--- src/rtl/msb_restore_shifter.sv ---
// -----------------------------------------------------------------------------
// msb_restore_shifter
//
// Iterative right-shift denormalizer. It undoes the leading-zero normalization
// step of the divider datapath. The shift count uses the same encoding as the
// leading-zero counter. The block shifts x right by min(shamt, N) and also
// returns a sticky bit, which is the OR of every bit shifted out. Later
// rounding logic uses the sticky bit.
//
// Each cycle handles one binary stage of the shift. Stage k shifts by 2^k when
// bit k of the saturated amount is set. A whole operation therefore takes CW
// cycles in the SHIFT state.
//
// Ports:
//   clk        clock, rising edge
//   rst_n      asynchronous active-low reset
//   in_valid   upstream presents x/shamt
//   in_ready   block can accept a new operand (registered)
//   x          normalized value, N bits
//   shamt      right-shift amount, CW bits; values > N saturate to N
//   out_valid  y/sticky valid (registered)
//   out_ready  downstream accepts the result
//   y          x >> min(shamt, N), zero-filled from the MSB
//   sticky     OR of all bits of x shifted out
// -----------------------------------------------------------------------------
module msb_restore_shifter #(
    parameter int N  = 32,
    parameter int CW = $clog2(N + 1)
) (
    input  logic          clk,
    input  logic          rst_n,
    input  logic          in_valid,
    output logic          in_ready,
    input  logic [N-1:0]  x,
    input  logic [CW-1:0] shamt,
    output logic          out_valid,
    input  logic          out_ready,
    output logic [N-1:0]  y,
    output logic          sticky
);

    // Width of the stage counter. It counts from 0 to CW-1.
    localparam int SW = (CW > 1) ? $clog2(CW) : 1;

    typedef enum logic [1:0] {
        IDLE  = 2'd0,
        SHIFT = 2'd1,
        DONE  = 2'd2
    } state_t;

    state_t         state_q;
    logic           in_ready_q;
    logic           out_valid_q;
    logic [N-1:0]   data_q;
    logic [CW-1:0]  amt_q;
    logic           sticky_q;
    logic [SW-1:0]  stage_q;
    logic [N-1:0]   y_q;
    logic           sticky_out_q;

    logic [N-1:0]   data_d;
    logic           sticky_d;
    logic           last_stage;

    // Per-stage candidates: the shifted word, and the OR of the bits that
    // leave the word in that stage. A stage of width >= N flushes everything.
    logic [N-1:0]   stage_shift [CW];
    logic [CW-1:0]  stage_lost;

    generate
        for (genvar gi = 0; gi < CW; gi++) begin : g_stage
            localparam int SH = 1 << gi;
            if (SH >= N) begin : g_flush
                assign stage_shift[gi] = '0;
                assign stage_lost[gi]  = |data_q;
            end else begin : g_part
                assign stage_shift[gi] = data_q >> SH;
                assign stage_lost[gi]  = |data_q[SH-1:0];
            end
        end
    endgenerate

    assign last_stage = (stage_q == SW'(CW - 1));

    // Result of the current stage. The stage is a pass-through when its
    // amount bit is clear.
    always_comb begin
        data_d   = data_q;
        sticky_d = sticky_q;
        if (amt_q[stage_q]) begin
            data_d   = stage_shift[stage_q];
            sticky_d = sticky_q | stage_lost[stage_q];
        end
    end

    always_ff @(posedge clk or negedge rst_n) begin
        if (!rst_n) begin
            state_q      <= IDLE;
            in_ready_q   <= 1'b1;
            out_valid_q  <= 1'b0;
            data_q       <= '0;
            amt_q        <= '0;
            sticky_q     <= 1'b0;
            stage_q      <= '0;
            y_q          <= '0;
            sticky_out_q <= 1'b0;
        end else begin
            case (state_q)
                IDLE: begin
                    if (in_valid && in_ready_q) begin
                        data_q     <= x;
                        sticky_q   <= 1'b0;
                        stage_q    <= '0;
                        // Saturate at capture so that stage CW-1 alone
                        // handles the full-width flush.
                        amt_q      <= (shamt > CW'(N)) ? CW'(N) : shamt;
                        in_ready_q <= 1'b0;
                        state_q    <= SHIFT;
                    end
                end

                SHIFT: begin
                    data_q   <= data_d;
                    sticky_q <= sticky_d;
                    if (last_stage) begin
                        y_q          <= data_d;
                        sticky_out_q <= sticky_d;
                        out_valid_q  <= 1'b1;
                        state_q      <= DONE;
                    end else begin
                        stage_q <= stage_q + SW'(1);
                    end
                end

                DONE: begin
                    if (out_ready) begin
                        out_valid_q <= 1'b0;
                        in_ready_q  <= 1'b1;
                        state_q     <= IDLE;
                    end
                end

                default: begin
                    state_q     <= IDLE;
                    in_ready_q  <= 1'b1;
                    out_valid_q <= 1'b0;
                end
            endcase
        end
    end

    assign in_ready  = in_ready_q;
    assign out_valid = out_valid_q;
    assign y         = y_q;
    assign sticky    = sticky_out_q;

endmodule

--- config.mk ---
export PLATFORM = sky130hd
export DESIGN_NAME = msb_restore_shifter
export DESIGN_NICKNAME = d
export VERILOG_FILES = /design/src/rtl/msb_restore_shifter.sv
export SDC_FILE = /design/constraint.sdc
export NUM_CORES = 1
export LEC_CHECK = 0
export BUFFER_PORTS_ARGS = -buffer_cell sky130_fd_sc_hd__buf_2
export CORE_ASPECT_RATIO = 0.5
export CORE_MARGIN = 5
export CORE_UTILIZATION = 35
export CTS_BUF_LIST = sky130_fd_sc_hd__clkbuf_8
export DETAILED_ROUTE_END_ITERATION = 6
export PLACE_DENSITY = 0.63
export SETUP_SLACK_MARGIN = 0.02
export SYNTH_ARGS = -nofsm -noshare
export SYNTH_HDL_FRONTEND = slang
export SYNTH_SLANG_ARGS = --single-unit
--- constraint.sdc ---
create_clock -name clk -period 5.4 [get_ports clk]
set_input_delay 0.54 -clock clk [delete_from_list [all_inputs] [get_ports clk]]
set_output_delay 0.54 -clock clk [all_outputs]
set_load 0.03 [all_outputs]
==> results.yml, run 1 <==
run_status:
  status: "completed"
placement:
  numPortBuffers: 76
  place.gp.congestion: 0.9338
  hpwl_um: 10030
yosys:
  synthArstFlopShare_pct: 100.0
  synth_nets: 568
  yosys.cell_types.count: 52
  ys_ff_latch: 79
  synthMostInstantiatedCell: "dfrtp_1"
  syn_inst: 524
  ys_seq_area_share_pct: 41.39
  synth_edf_count: 0
  yosysWarnings: 0
  synthTopCellsByArea: "dfrtp_1 41%, mux2i_1 7.7%, nand2_1 4.5%"
  synth_largest_area_cell: "dfrtp_1"
  synth_commonest_cells: "78 x dfrtp_1, 57 x nand2_1, 51 x nor2_1"
  post_synth.cell_area_avg_um2: 9.121
  netlist_area_um2: 4780
  synth_ff_type: "dfrtp_1"
  synth_top_area_share_pct: 40.84
global_route:
  use_met2_pct: 25.72
  grt_max_degree: 80
  grt_usage_pct: 18.17
  overflow: 0
  busiest_layer: "met1"
  grt.met3_usage_pct: 4.894
  antenna_found_initial: 0
  grt_pass1_vias: 4138
  grt_pass1_wl_um: 23440
  met1_usage_pct: 27.21
routing:
  vias_per_cell: 5.734
  routed_wirelength_um: 14700
  drt-pass1-iter-count: 7
  routedWlPerCell_um: 19.52
  vias: 4318
  ant_nets: 0
  drc: 0
  dr.first_iter.drc_count: 461
die:
  start_util_pct: 35.47
  num_rows: 30
  die_x_um: 175.3
  die-area_um2: 16230
  fp.dieH_um: 92.63
  coreArea_um2: 13480
  ios: 77
pwr:
  vdd_drop_max_mv: 0.2110
  powerDensity_nw_per_um2: 633.7
  combPwrFrac_pct: 49.0
  p_total_mw: 3.464
  leakagePower_nw: 2.530
  seqPwrFrac_pct: 36.4
  p_clk_share_pct: 14.6
  internal-power_mw: 1.802
  switching_power_mw: 1.662
  netSwitchingFraction_pct: 47.99
sta:
  period_minus_slack_ns: 3.442
  fin_crit_sh_pct: 63.75
  relSlewSlack_pct: 21.47
  fmax_ghz: 0.2905
  worst_slew_pin_slew_ns: 1.178
  rsz0062_at_grt: "no"
  skew_ns: 0.008343
  finalSetupTns_ns: 0
  drv_slew: 0
  setup_viol: 0
  hold_viol_final: 0
  hold_slack_ns: 0.3246
clock_network:
  cts.sink_count: 79
  h-tree-depth: 3
  tritoncts: "done"
  post_cts_resized: 0
  numCtsBuffers: 9
  cts_hold_buf: 0
  clkTransAtPathRegs_ns: 0.09
  cts_setup_buffers: 0
  clkLatencyLatePin_ns: 0.37
  root_buffer: "clkbuf_8"
  clockBufferDepth: 2
final_layout:
  drive_gt1_share_pct: 20.97
  multiInputGateArea_um2: 2519
  diodes: 0
  utilization_pct: 40.57
  fin_nets: 616
  regArea_um2: 1979
  fillerInstances: 1345
  syn_to_final_growth_pct: 14.37
critical_path:
  crit_start: "stage_q[1]"
  cp_cell_sequence: "mux2_2 -> a222oi_1 -> o21a_1 -> a221oi_1"
  cpPeakStageDelay_ns: 1.16
  critPathCaptureType: "register"
  reg2reg_to: "data_q[7]"
  endpoint: "data_q[7]"
  worstPathMaxFanout: 56
  critPathTopFamily: "compound AO/OA/AOI/OAI gates"
  cp_slowest_cell: "dfrtp_2"
  cp-start-kind: "register"
  crit_cells: 4
  r2r_start: "stage_q[1]"
  reg2reg_depth: 4
  required_ns: 5.60
  crit_buf_inv: 0
  arrival_ns: 3.65
  worstSetupPathType: "register to register"
  reg2reg_slack_ns: 1.96
hold_path:
  hold_path.class: "input pin to async pin"
run:
  drv_cap: 0
[layout by cell type, fill, tap and decap left out, types with 2 or more instances in the layout]
master,netlist,final
o22ai_1,18,18
nand2b_1,8,8
a221oi_2,7,7
a221oi_1,8,8
o211ai_1,8,8
nor4_1,11,11
o21ai_0,38,38
a31oi_1,8,8
a211o_1,4,4
a22oi_1,9,9
buf_2,3,75
nand2_1,57,57
nor2b_1,8,8
inv_1,22,23
a21boi_0,9,9
mux2_4,2,2
buf_4,3,9
bufinv_16,0,2
o22a_1,3,3
and3_1,2,2
a221o_1,4,4
a21oi_1,29,29
o211a_1,3,3
nand3b_1,10,10
mux2i_1,37,37
nor2_1,51,51
clkbuf_8,0,10
nand3_1,12,12
mux4_2,8,8
dfrtp_1,78,77
o32a_1,3,3
ha_1,2,2
[flip-flops by register name, summed over array words and instances (netlist names)]
| signal | cells |
|---|---|
| sticky_q | 1 |
| state_q | 2 |
| amt_q | 6 |
| y | 32 |
| sticky | 1 |
| out_valid | 1 |
| stage_q | 3 |
| data_q | 32 |
| in_ready | 1 |
[worst min-delay path by stage]
stage	to	slack [ns]	cells after the start
after global placement	y[29]	0.45	2
after CTS	y[9]	0.37	1
after global routing	data_q[29]	0.39	2
after detailed placement	y[29]	0.45	2
after floorplan	amt_q[0]	0.24	0
final	y[9]	0.32	1
[per-stage QoR]
step | worst slack, ns | cell area (um^2) | cells
CTS | 2.000 | 5466 | 753
global route | 1.704 | 5466 | 753
floorplan | 3.303 | 4780 | 524
global placement | 2.115 | 5244 | 737
finish | 1.958 | 5466 | 753
detailed placement | 2.005 | 5244 | 737
[cell families (layout without fill, tap and decap cells)]
family                     Yosys count  count (layout)  synth area share (%)
AOI/OAI and AO/OA                  160             160                 23.17
adders and majority gates            2               2                0.5235
buffers and inverters               69             122                 6.230
DFF                                 79              79                 41.39
muxes                               48              48                 12.38
and+or+nand+nor                    166             166                 16.31
[area by class of cell]
class	instances	area share, %
Sequential cell	79	36.21
Multi-Input combinational cell	376	46.07
Clock buffer	10	2.518
Clock inverter	6	1.556
Inverter	22	1.511
Timing Repair Buffer	84	8.103
Tap cell	176	4.028
[power by group through the flow]
stage | Sequential [mW] | Combinational, mW | Clock [mW]
detailed placement | 1.26 | 1.69 | 0
CTS | 1.25 | 1.69 | 0.514
global route | 1.31 | 1.85 | 0.543
global placement | 1.25 | 1.66 | 0
floorplan | 1.25 | 1.18 | 0
finish | 1.26 | 1.70 | 0.505
[per-layer routing]
| layer | part of all wire (%) | wire, um |
|---|---|---|
| met1 | 49 | 7244 |
| met2 | 42 | 6102 |
| met3 | 7.5 | 1108 |
| met4 | 1.7 | 244 |
| met5 | 0 | 0 |
(Power assumes the default switching activity.)
==> run 2: changes to the inputs <==
PLACE_DENSITY = 0.65   (was 0.63)
clock period = 2.9 ns   (was 5.4 ns; I/O delays follow)
==> run 2 against run 1 <==
Compared with the run above:
- total power rose by 84%
- clock-buffer cell count increased by 1
- register-to-register slack worse by 1.4 ns
- first-iteration DRC count up 1.7%
- via count grew 0.39%
- non-clock buffer count grew 9
- global-route usage rose by 0.17 points
- cell area up 0.78%
- critical endpoint is now data_q[15]
- largest power group unchanged
- highest routed layer unchanged
==> results.yml, run 2 (synthesis results as in run 1) <==
placement:
  numPortBuffers: 76
  place.gp.congestion: 0.9119
  hpwl_um: 10110
routing:
  ant_nets: 0
  drt-pass1-iter-count: 5
  dr.first_iter.drc_count: 469
  vias_per_cell: 5.696
  routedWlPerCell_um: 18.94
  routed_wirelength_um: 14420
  vias: 4335
  drc: 0
clock_network:
  cts_setup_buffers: 0
  post_cts_resized: 0
  cts.sink_count: 79
  clockBufferDepth: 2
  root_buffer: "clkbuf_8"
  numCtsBuffers: 9
  clkLatencyLatePin_ns: 0.37
  clkTransAtPathRegs_ns: 0.08
  tritoncts: "done"
  cts_hold_buf: 0
  h-tree-depth: 3
sta:
  drv_slew: 0
  setup_viol: 0
  rsz0062_at_grt: "no"
  finalSetupTns_ns: 0
  fin_crit_sh_pct: 81.70
  hold_viol_final: 0
  worst_slew_pin_slew_ns: 1.021
  fmax_ghz: 0.4221
  relSlewSlack_pct: 31.91
  period_minus_slack_ns: 2.369
  skew_ns: 0.008904
global_route:
  grt_pass1_wl_um: 23670
  grt_max_degree: 80
  antenna_found_initial: 0
  overflow: 0
  grt_pass1_vias: 4252
  grt_usage_pct: 18.34
final_layout:
  final_common_cell: "dfrtp_1"
  diodes: 0
  final_cell_mix: "77 x dfrtp_1, 75 x buf_2, 57 x nand2_1"
  syn_to_final_growth_pct: 15.26
  drive_gt1_share_pct: 22.05
  fin_nets: 625
die:
  die_x_um: 175.3
  ios: 77
  die-area_um2: 16230
  fp.dieH_um: 92.63
  coreArea_um2: 13480
  start_util_pct: 35.47
  num_rows: 30
critical_path:
  cpPeakStageDelay_ns: 0.38
  worstSetupPathType: "register to register"
  arrival_ns: 2.57
  reg2reg_slack_ns: 0.53
  required_ns: 3.10
  critPathCaptureType: "register"
  critPathTopFamily: "buffers and inverters"
  critPathMostFrequentCell: "buf_4"
  worstPathMaxFanout: 23
  cp_slowest_cell: "dfrtp_2"
  cp-start-kind: "register"
  cp_cell_sequence: "buf_4 -> mux2_4 -> a222oi_1 -> buf_4 -> o21a_1 -> buf_4 -> a221oi_1"
  crit_buf_inv: 3
pwr:
  p_total_mw: 6.375
  powerDensity_nw_per_um2: 1157
  leakagePower_nw: 2.559
  vdd_drop_max_mv: 0.4252
run:
  drv_cap: 0
run_status:
  status: "completed"
hold_path:
  hold_path.class: "input pin to async pin"
## run 2: changes by cell type in the layout (fill, tap and decap cells not counted), sizes merged
cell,change
bufinv,-1
buf,+9
clkbuf,+1
clkinv,-1
## run 2: metal layers
metal | vias to the layer above | GRT usage, % | share of wire, %
li1 | 2036 | - | -
met1 | 2134 | 26.64 | 49
met2 | 152 | 26.42 | 43
met3 | 13 | 5.587 | 7.4
met4 | 0 | 4.768 | 1.1
met5 | - | 0 | 0
## run 2: path summary, 6_finish.rpt
path                                  from         end  depth (start not counted)
worst min-delay path                 rst_n   out_valid                          1
worst max-delay path            stage_q[1]  data_q[15]                          7
max in group asynchronous            rst_n  stage_q[1]                          1
worst max register to register  stage_q[1]  data_q[15]                          7
worst min register to register       y[31]       y[31]                          2
min in group clk                     x[31]  data_q[31]                          3
## run 2: stage by stage
stage | hold WS (ns) | setup WS, ns | util, % | std cells | instance area, um^2
6_report | 0.07890 | 0.5307 | 40.88 | 761 | 5509
5_1_grt | 0.1375 | 0.3826 | 40.88 | 761 | 5509
4_1_cts | 0.1233 | 0.5602 | 40.88 | 761 | 5509
3_5_place_dp | 0.4532 | 0.5711 | 39.42 | 746 | 5311
3_3_place_gp | 0.4474 | 0.5916 | 39.42 | 746 | 5311
2_1_floorplan | -0.005591 | 0.8030 | - | 524 | 4780
## run 2: report_power, final
part	internal (mW)	switching, mW	total, mW
registers	1.56	0.608	2.17
clock network	0.436	0.412	0.848
logic	1.34	2.02	3.36
## run 2: area by class of cell
cell class | instances | area, um^2
Clock inverter | 4 | 46.29
Sequential cell | 79 | 1979
Inverter | 22 | 82.58
Tap cell | 176 | 220.2
Fill cell | 1346 | 7966
Timing Repair Buffer | 93 | 510.5
Multi-Input combinational cell | 376 | 2519
Clock buffer | 11 | 151.4
